File: config.mk
export PLATFORM = sky130hd
export DESIGN_NAME = branch_resolve_queue
export DESIGN_NICKNAME = d
export VERILOG_FILES = /design/src/rtl/bp_pkg.sv /design/src/rtl/branch_resolve_queue.sv
export SDC_FILE = /design/constraint.sdc
export NUM_CORES = 1
export LEC_CHECK = 0
export ABC_AREA = 1
export BUFFER_PORTS_ARGS = -buffer_cell sky130_fd_sc_hd__buf_2
export CAP_MARGIN = 20
export CORE_MARGIN = 4
export CORE_UTILIZATION = 55
export CTS_CLUSTER_DIAMETER = 40
export DETAILED_ROUTE_END_ITERATION = 8
export PLACE_DENSITY = 0.77
export SYNTH_ARGS = -nofsm -noshare
export SYNTH_HDL_FRONTEND = slang
export SYNTH_SLANG_ARGS = --single-unit
File: constraint.sdc
create_clock -name clk -period 4.6 [get_ports clk]
set_input_delay 0.46 -clock clk [delete_from_list [all_inputs] [get_ports clk]]
set_output_delay 0.46 -clock clk [all_outputs]
set_load 0.02 [all_outputs]
File: src/rtl/bp_pkg.sv
// bp_pkg: shared types, default depth and squash helper for the branch resolve queue
package bp_pkg;
   localparam int BRQ_DEPTH = 8;
   typedef struct packed {
      logic        valid;
      logic [31:0] pc;
      logic        pred;
      logic        resolved;
      logic        taken;
   } brq_entry_t;
   // true when tag is strictly younger than ref_tag, ages measured from head modulo depth
   function automatic logic is_younger(input logic [31:0] tag, input logic [31:0] ref_tag,
                                       input logic [31:0] head, input logic [31:0] depth);
      return ((tag - head) & (depth - 1)) > ((ref_tag - head) & (depth - 1));
   endfunction
endpackage

File: src/rtl/branch_resolve_queue.sv
// branch_resolve_queue: in-order branch tracking queue with out-of-order resolve, mispredict squash and in-order predictor update
// Ports: alloc_* from fetch (tag returned on alloc_tag), resolve_* from execute,
//        mispredict/redirect_pc registered redirect pulse, upd_* to predictor update port,
//        perf_branches/perf_mispredicts wrapping event counters.
module branch_resolve_queue
   import bp_pkg::*;
#(
   parameter int DEPTH = BRQ_DEPTH,
   parameter int TAG_W = $clog2(DEPTH)
) (
   input  logic             clk,
   input  logic             rst,
   input  logic             alloc_valid,
   input  logic [31:0]      alloc_pc,
   input  logic             alloc_pred,
   output logic             alloc_ready,
   output logic [TAG_W-1:0] alloc_tag,
   input  logic             resolve_valid,
   input  logic [TAG_W-1:0] resolve_tag,
   input  logic             resolve_taken,
   input  logic [31:0]      resolve_target,
   output logic             mispredict,
   output logic [31:0]      redirect_pc,
   output logic             upd_valid,
   output logic [31:0]      upd_pc,
   output logic             upd_taken,
   output logic [31:0]      perf_branches,
   output logic [31:0]      perf_mispredicts
);
   localparam int CW = TAG_W + 1;
   localparam logic [CW-1:0] FULL = CW'(DEPTH);
   brq_entry_t ent_q [DEPTH];
   brq_entry_t ent_d [DEPTH];
   brq_entry_t res_e, hd_e;
   logic [TAG_W-1:0] head_q, head_d, tail_q, tail_d, span;
   logic [CW-1:0] count_q, count_d;
   logic res_ok, mis, retire, alloc_do;
   logic mispredict_q, upd_valid_q, upd_taken_q;
   logic [31:0] redirect_pc_q, upd_pc_q, perf_br_q, perf_mis_q;
   assign alloc_ready = count_q != FULL;
   assign alloc_tag = tail_q;
   assign res_e = ent_q[resolve_tag];
   assign hd_e = ent_q[head_q];
   assign res_ok = resolve_valid && res_e.valid && !res_e.resolved;
   assign mis = res_ok && (resolve_taken != res_e.pred);
   // retire looks only at registered state, so a head resolved this cycle retires next edge
   assign retire = hd_e.valid && hd_e.resolved;
   // squash wins over a same-cycle allocation
   assign alloc_do = alloc_valid && alloc_ready && !mis;
   assign span = resolve_tag - head_q;
   assign head_d = retire ? head_q + 1'b1 : head_q;
   assign tail_d = mis ? resolve_tag + 1'b1 : alloc_do ? tail_q + 1'b1 : tail_q;
   assign count_d = mis ? {1'b0, span} + CW'(1) - CW'(retire)
                        : count_q + CW'(alloc_do) - CW'(retire);
   always_comb begin
      ent_d = ent_q;
      for (int i = 0; i < DEPTH; i++) begin
         if (retire && TAG_W'(i) == head_q) ent_d[i].valid = 1'b0;
         if (res_ok && TAG_W'(i) == resolve_tag) begin
            ent_d[i].resolved = 1'b1;
            ent_d[i].taken = resolve_taken;
         end
         if (mis && is_younger(32'(i), 32'(resolve_tag), 32'(head_q), 32'(DEPTH))) ent_d[i].valid = 1'b0;
         if (alloc_do && TAG_W'(i) == tail_q)
            ent_d[i] = '{valid: 1'b1, pc: alloc_pc, pred: alloc_pred, resolved: 1'b0, taken: 1'b0};
      end
   end
   always_ff @(posedge clk) begin
      if (rst) begin
         for (int i = 0; i < DEPTH; i++) ent_q[i] <= '0;
         head_q <= '0;
         tail_q <= '0;
         count_q <= '0;
         mispredict_q <= 1'b0;
         redirect_pc_q <= '0;
         upd_valid_q <= 1'b0;
         upd_pc_q <= '0;
         upd_taken_q <= 1'b0;
         perf_br_q <= '0;
         perf_mis_q <= '0;
      end else begin
         ent_q <= ent_d;
         head_q <= head_d;
         tail_q <= tail_d;
         count_q <= count_d;
         mispredict_q <= mis;
         redirect_pc_q <= mis ? (resolve_taken ? resolve_target : res_e.pc + 32'd4) : redirect_pc_q;
         upd_valid_q <= retire;
         upd_pc_q <= retire ? hd_e.pc : upd_pc_q;
         upd_taken_q <= retire ? hd_e.taken : upd_taken_q;
         perf_br_q <= perf_br_q + 32'(retire);
         perf_mis_q <= perf_mis_q + 32'(mis);
      end
   end
   assign mispredict = mispredict_q;
   assign redirect_pc = redirect_pc_q;
   assign upd_valid = upd_valid_q;
   assign upd_pc = upd_pc_q;
   assign upd_taken = upd_taken_q;
   assign perf_branches = perf_br_q;
   assign perf_mispredicts = perf_mis_q;
endmodule

---- Word level (Yosys, flattened, before mapping) ----
Cells that the tools add are included.
storage, ports and cells
  register bits ........................... 429
operators by class
  add/sub/neg operators ................... 20
  magnitude comparators ................... 10
  equality and inequality tests ........... 23
  multiplexer cells ....................... 42
  bitwise operators ....................... 2
  reduce and logical (&&, ||, !) cells .... 60
operators with widths
  cell                                                      number
  2-to-1 mux 36 bit                                         12
  binary-select mux 36 bit (select 3 bit)                   2
  adder 32 x 1 -> 32 bit                                    2
  logical AND 1 bit                                         38
  == test 3 bit, first input constant                       12
  adder 32 x 3 -> 32 bit, second input constant             1
  2-to-1 mux 32 bit                                         1
  greater-than comparator 3 bit                             8
  nonzero test 3 bit                                        8
  == test 2 x 3 -> 1 bit, first input constant              6
  2-to-1 mux 1 bit                                          16
  2-to-1 mux 2 bit                                          8
  OR reduction 2 bit                                        8
  subtractor 3 bit, first input constant                    4
  adder 3 x 1 -> 3 bit, second input constant               3
  == test 1 x 3 -> 1 bit, first input constant              3
  logical NOT 3 bit                                         3
  greater-or-equal comparator 4 bit, second input constant  2
  inverter 3 -> 4 bit                                       2
  subtractor 4 x 1 -> 4 bit                                 2
  2-to-1 mux 3 bit                                          2
  subtractor 1 x 3 -> 3 bit, first input constant           2
  subtractor 2 x 3 -> 3 bit, first input constant           2
  subtractor 3 bit                                          2
  other kinds (7)                                           8

---- Longest topological paths before layout ----
  depth after elaboration ................. 12
  mapped depth ............................ 26
  gate-level depth less buffers ........... 24

---- Worst setup path after synthesis ----
Ideal clock, no wire load.
  kind .................................... in2reg
  start point ............................. input port resolve_tag[0]
  end point ............................... register perf_mis_q[24], in the netlist perf_mispredicts[24]
  setup time .............................. 119 ps
  arrival ................................. 3,562 ps
  required time ........................... 4,481 ps
  path slack .............................. 918 ps
  cell stages on the path ................. 24
  path buffers ............................ 3
  cells stage by stage .................... buf_6 -> nand2_2 -> inv_2 -> buf_2 -> nand2_1 -> nand3_1 -> nor2_1 -> a21oi_1 -> nor2_2 -> nand2_1 -> inv_2 -> buf_1 -> ha_1 -> ha_1 -> nand2_1 -> nor2_1 -> nand3_1 -> nor3_1 -> nand3_1 -> nand3b_1 -> nor2_1 -> nand2_1 -> o21ai_0 -> a21oi_1
between the ends
  word-level cells in the longest chain between the ends .. 8
  elaborated cells on any way between the ends .. 10
RTL lines
  what                                                      RTL line                    text
  start, declared                                           branch_resolve_queue.sv:19  input logic [TAG_W-1:0] resolve_tag,
  inverter 3 -> 4 bit (not written as such) (*)             branch_resolve_queue.sv:42  assign res_e = ent_q[resolve_tag];
  binary-select mux 36 bit (select 3 bit) (*)               branch_resolve_queue.sv:42
  2-to-1 mux 36 bit (not written as such) (*) (2 in a row)  branch_resolve_queue.sv:42
  logical AND 1 bit or logical NOT 1 bit (tied branches)    branch_resolve_queue.sv:44  assign res_ok = resolve_valid && res_e.valid && !res_e.resolved;
  logical AND 1 bit                                         branch_resolve_queue.sv:44
  logical AND 1 bit (*)                                     branch_resolve_queue.sv:45  assign mis = res_ok && (resolve_taken != res_e.pred);
  net mis                                                   branch_resolve_queue.sv:37  logic res_ok, mis, retire, alloc_do;
  adder 32 x 1 -> 32 bit (*)                                branch_resolve_queue.sv:92  perf_mis_q <= perf_mis_q + 32'(mis);
  end signal, assigned                                      branch_resolve_queue.sv:92
  end, declared                                             branch_resolve_queue.sv:39  logic [31:0] redirect_pc_q, upd_pc_q, perf_br_q, perf_mis_q;
The timed path passes the listed nets; every way through them passes the cells marked *. The select of a mux whose other input is x is not followed.
A chain may end at the register's enable or synchronous reset.

---- Final worst setup path ----
  start point ............................. register head_q[0]
  end point ............................... register ent_q[179] in the netlist's numbering
between the ends
  word-level cells in the longest chain between the ends .. 7
  elaborated cells on any way between the ends .. 14
RTL lines
  what                                                               RTL line                    text
  start, declared                                                    branch_resolve_queue.sv:35  logic [TAG_W-1:0] head_q, head_d, tail_q, tail_d, span;
  start signal, assigned                                             branch_resolve_queue.sv:71  head_q <= '0;
  start signal, assigned                                             branch_resolve_queue.sv:83  head_q <= head_d;
  branches (longest 7 deep; another with subtractor 2 x 3 -> 3 bit)  -
  end signal, assigned                                               branch_resolve_queue.sv:82  ent_q <= ent_d;
  end, declared                                                      branch_resolve_queue.sv:32  brq_entry_t ent_q [DEPTH];
Parallel ways; which one is timed is not known. The select of a mux whose other input is x is not followed.

==> results.toml <==
[status]
outcome = "finished clean"

[synthesis]
synth_area_leaders = "dfxtp_1 (37%), nand2_1 (19%), a21oi_1 (9.2%)"
avgSynthCellArea_sq_um = 6.357
synth_xor_area_frac = 0.009424
syn-instance-count = 3655
yosysTopAreaCellShare = 0.3696
synth_area_sq_um = 23230
synth_mux_area_frac = 0
synth_top_family_by_area = "simple AND/OR/NAND/NOR gates"
synthFlopType = "dfxtp_1"
yosys_warnings = 0
synth_cell_types = 43
synth-seq-cells = 429
async_reset_ff_frac = 0
synthSimpleGateAreaFrac = 0.3391
yosys.area.top_type = "dfxtp_1"
synth_compound_area_frac = 0.1793
ys_seq_area_frac = 0.3696
synth_nets = 3767
synth_edf_count = 0
synth_fa_ha_area_frac = 0.02165

[global_routing]
grt_pass1_wl_um = 127000
gr-usage-met3 = 0.08310
grt_max_degree = 137
grtUsageTotal = 0.3451
overflow = 0
antenna_found_initial = 4
met1_usage = 0.4687
use_met2 = 0.5305
top_usage_layer = "met2"
grt_pass1_vias = 22990

[clock_tree]
clk_latency_ps = 580
clkSlewWorstSetupHoldPaths_ps = 60
cts_num_sinks = 429
cts_max_path_buffers = 3
cts_resized = 0
cts_made_buffers = 66
root_buffer = "clkbuf_16"
holdBufCountCts = 0
cts_setup_buffers = 0
h-tree-depth = 3
cts_tree = "yes"

[drt]
drt-initial-drc-count = 3278
wl_per_cell_um = 19.12
vias_per_cell = 5.947
via_count = 25470
firstDrtPassIters = 6
drc = 0
finalWirelength_um = 81890
ant_nets = 0

[timing]
setup_viol = 0
period_minus_slack_ps = 4095
finClkSkew_ps = 21.21
tns_ps = 0
rsz0062_at_grt = "false"
clock.fmax_mhz = 244.2
slew_headroom = 0.2049
worst_pin_slew_ps = 1188
drv_slew = 0
whs_ps = 156.1
setup_ws_ps = 505.1
finalHoldViolCount = 0
finalCritPeriodShare = 0.8902

[floorplanning]
rows = 75
start_util = 0.5551
core_area_sq_um = 41850
die_w_um = 213.5
die_height_um = 213.5
dieArea_sq_um = 45600
io_pins = 208

[hold_path]
hold_path.class = "in -> reg"
worstHoldStart = "resolve_target[3]"
worstHoldEndpoint = "redirect_pc[3]"
worstHoldPathCells = 3

[place]
globalplace.congestion = 0.9432
place_hpwl_um = 47720
place_inst = 4161
dpl_worst_slack_ps = 726.3
portBuffers = 207

[worst_setup_path]
critPathCaptureType = "register"
worstPathArrival_ps = 4580
r2r-start = "head_q[0]"
r2r-end = "ent_q[179]"
cp_max_fo = 76
r2r_cells = 10
reg2reg_slack_ps = 510
crit_type = "reg -> reg"
cp.required_ps = 5080
start_kind = "register"

[power_and_ir_drop]
ir_drop_v = 0.0002865
powerDensity_nw_per_um2 = 440.6
p_leak_nw = 10.72

[final_layout]
nets = 3802
instances_no_fill = 4282
drive_gt1_frac = 0.1069
syn_to_final_growth_pct = 13.69

[job]
drv_cap = 0
-- cells in the final DEF, fill, tap and decap left out, types with 3 or more instances in the layout --
master / Yosys / final
ha_1: 37 / 37
xor2_1: 17 / 17
nand3_1: 388 / 388
buf_4: 18 / 44
inv_1: 145 / 143
o21ai_0: 270 / 270
inv_6: 0 / 6
a211oi_1: 8 / 8
clkbuf_1: 146 / 11
nand3b_1: 4 / 4
o21bai_1: 8 / 8
nand2_2: 11 / 12
nor3_1: 32 / 32
clkinv_4: 0 / 4
clkbuf_8: 0 / 7
nor2_1: 291 / 283
nand2_1: 1168 / 1167
buf_2: 63 / 205
clkinvlp_4: 0 / 5
a41oi_1: 4 / 4
o22ai_1: 17 / 17
inv_2: 8 / 9
a22oi_1: 5 / 5
clkbuf_16: 0 / 72
nor3b_1: 4 / 4
a21oi_1: 429 / 429
o21a_1: 4 / 4
xnor2_1: 8 / 8
clkinv_2: 0 / 8
a31oi_1: 43 / 43
nor2_4: 1 / 9
nand4_1: 18 / 18
dfxtp_1: 429 / 426
bufinv_16: 0 / 6
buf_12: 0 / 3
-- cell type report --
type / instances / area [sq um]
fillers: 3987 / 15440
inverters: 156 / 589.3
flip-flops and latches: 429 / 8594
clock inverters: 29 / 351.6
clock buffers: 90 / 1939
multi-input cells: 2784 / 12830
diodes: 2 / 5.005
well taps: 539 / 674.4
repair buffers: 253 / 1431
-- cells in the mapped netlist, types with 4 or more instances --
library cell     n
nor3b_1          4
a21oi_1        429
o21bai_1         8
nand4_1         18
o21ai_0        270
nand2_1       1168
o22ai_1         17
o21a_1           4
nor2_1         291
a41oi_1          4
a211oi_1         8
nor3_1          32
a22oi_1          5
ha_1            37
dfxtp_1        429
buf_4           18
xnor2_1          8
inv_2            8
buf_6            5
clkbuf_1       146
a31oi_1         43
xor2_1          17
inv_1          145
buf_2           63
nand3_1        388
nand3b_1         4
nand2_2         11
clkbuf_2        28
buf_1           26
-- critical path, cell delays in order, from the launching register on --
cell and delay (ps):
dfxtp_4 700, buf_4 850, ha_1 280, inv_1 70
fa_1 380, xnor2_1 800, ha_1 400, nand3b_1 160
nand3_1 110, nand3_1 60, a21oi_1 150
-- power by group --
group          switching (W)  leakage (nW)  internal (W)  total (W)
registers           0.000176          3.47       0.00394    0.00411
clock network        0.00186          1.11       0.00331    0.00517
logic                0.00172          6.13      0.000639    0.00236
total                0.00375          10.7       0.00789     0.0116
-- stage by stage --
stage | total power (W) | cell area [sq um] | util
after floorplan | 0.005735 | 23230 | -
after global placement | 0.006426 | 24120 | 0.5763
after detailed placement | 0.006448 | 24120 | 0.5763
after CTS | 0.01158 | 26410 | 0.6310
after global routing | 0.01206 | 26410 | 0.6311
final | 0.01164 | 26420 | 0.6312
-- metal layers --
| metal | vias to the layer above | part of all wire |
|---|---|---|
| met5 | - | 0.00032 |
| met4 | 4 | 0.036 |
| met3 | 251 | 0.12 |
| met2 | 1524 | 0.43 |
| met1 | 11550 | 0.41 |
| li1 | 12140 | - |
-- state kept, by name, summed over array words and instances, names as in the netlist --
signal / count
redirect_pc: 32
upd_valid: 1
mispredict: 1
count_q: 4
upd_taken: 1
head_q: 3
ent_q: 288
perf_branches: 32
alloc_tag: 3
upd_pc: 32
perf_mispredicts: 32
-- worst max path at each step --
stage | from | endpoint | slack, ps | depth (start not counted)
after floorplan | resolve_tag[0] | perf_mispredicts[24] | 920 | 24
after global placement | head_q[0] | ent_q[179] | 770 | 10
after detailed placement | head_q[0] | ent_q[179] | 730 | 10
after CTS | head_q[0] | perf_branches[22] | 670 | 20
after global routing | head_q[0] | perf_branches[22] | 110 | 20
final | head_q[0] | ent_q[179] | 510 | 10
-- kinds of logic after synthesis --
logic type | after synthesis
AND/OR/NAND/NOR | 1924
buffers and inverters | 442
adder cells (fa/ha/maj) | 39
AO/OA/AOI/OAI | 796
XOR/XNOR | 25
flip-flops | 429
(Power assumes the default switching activity.)
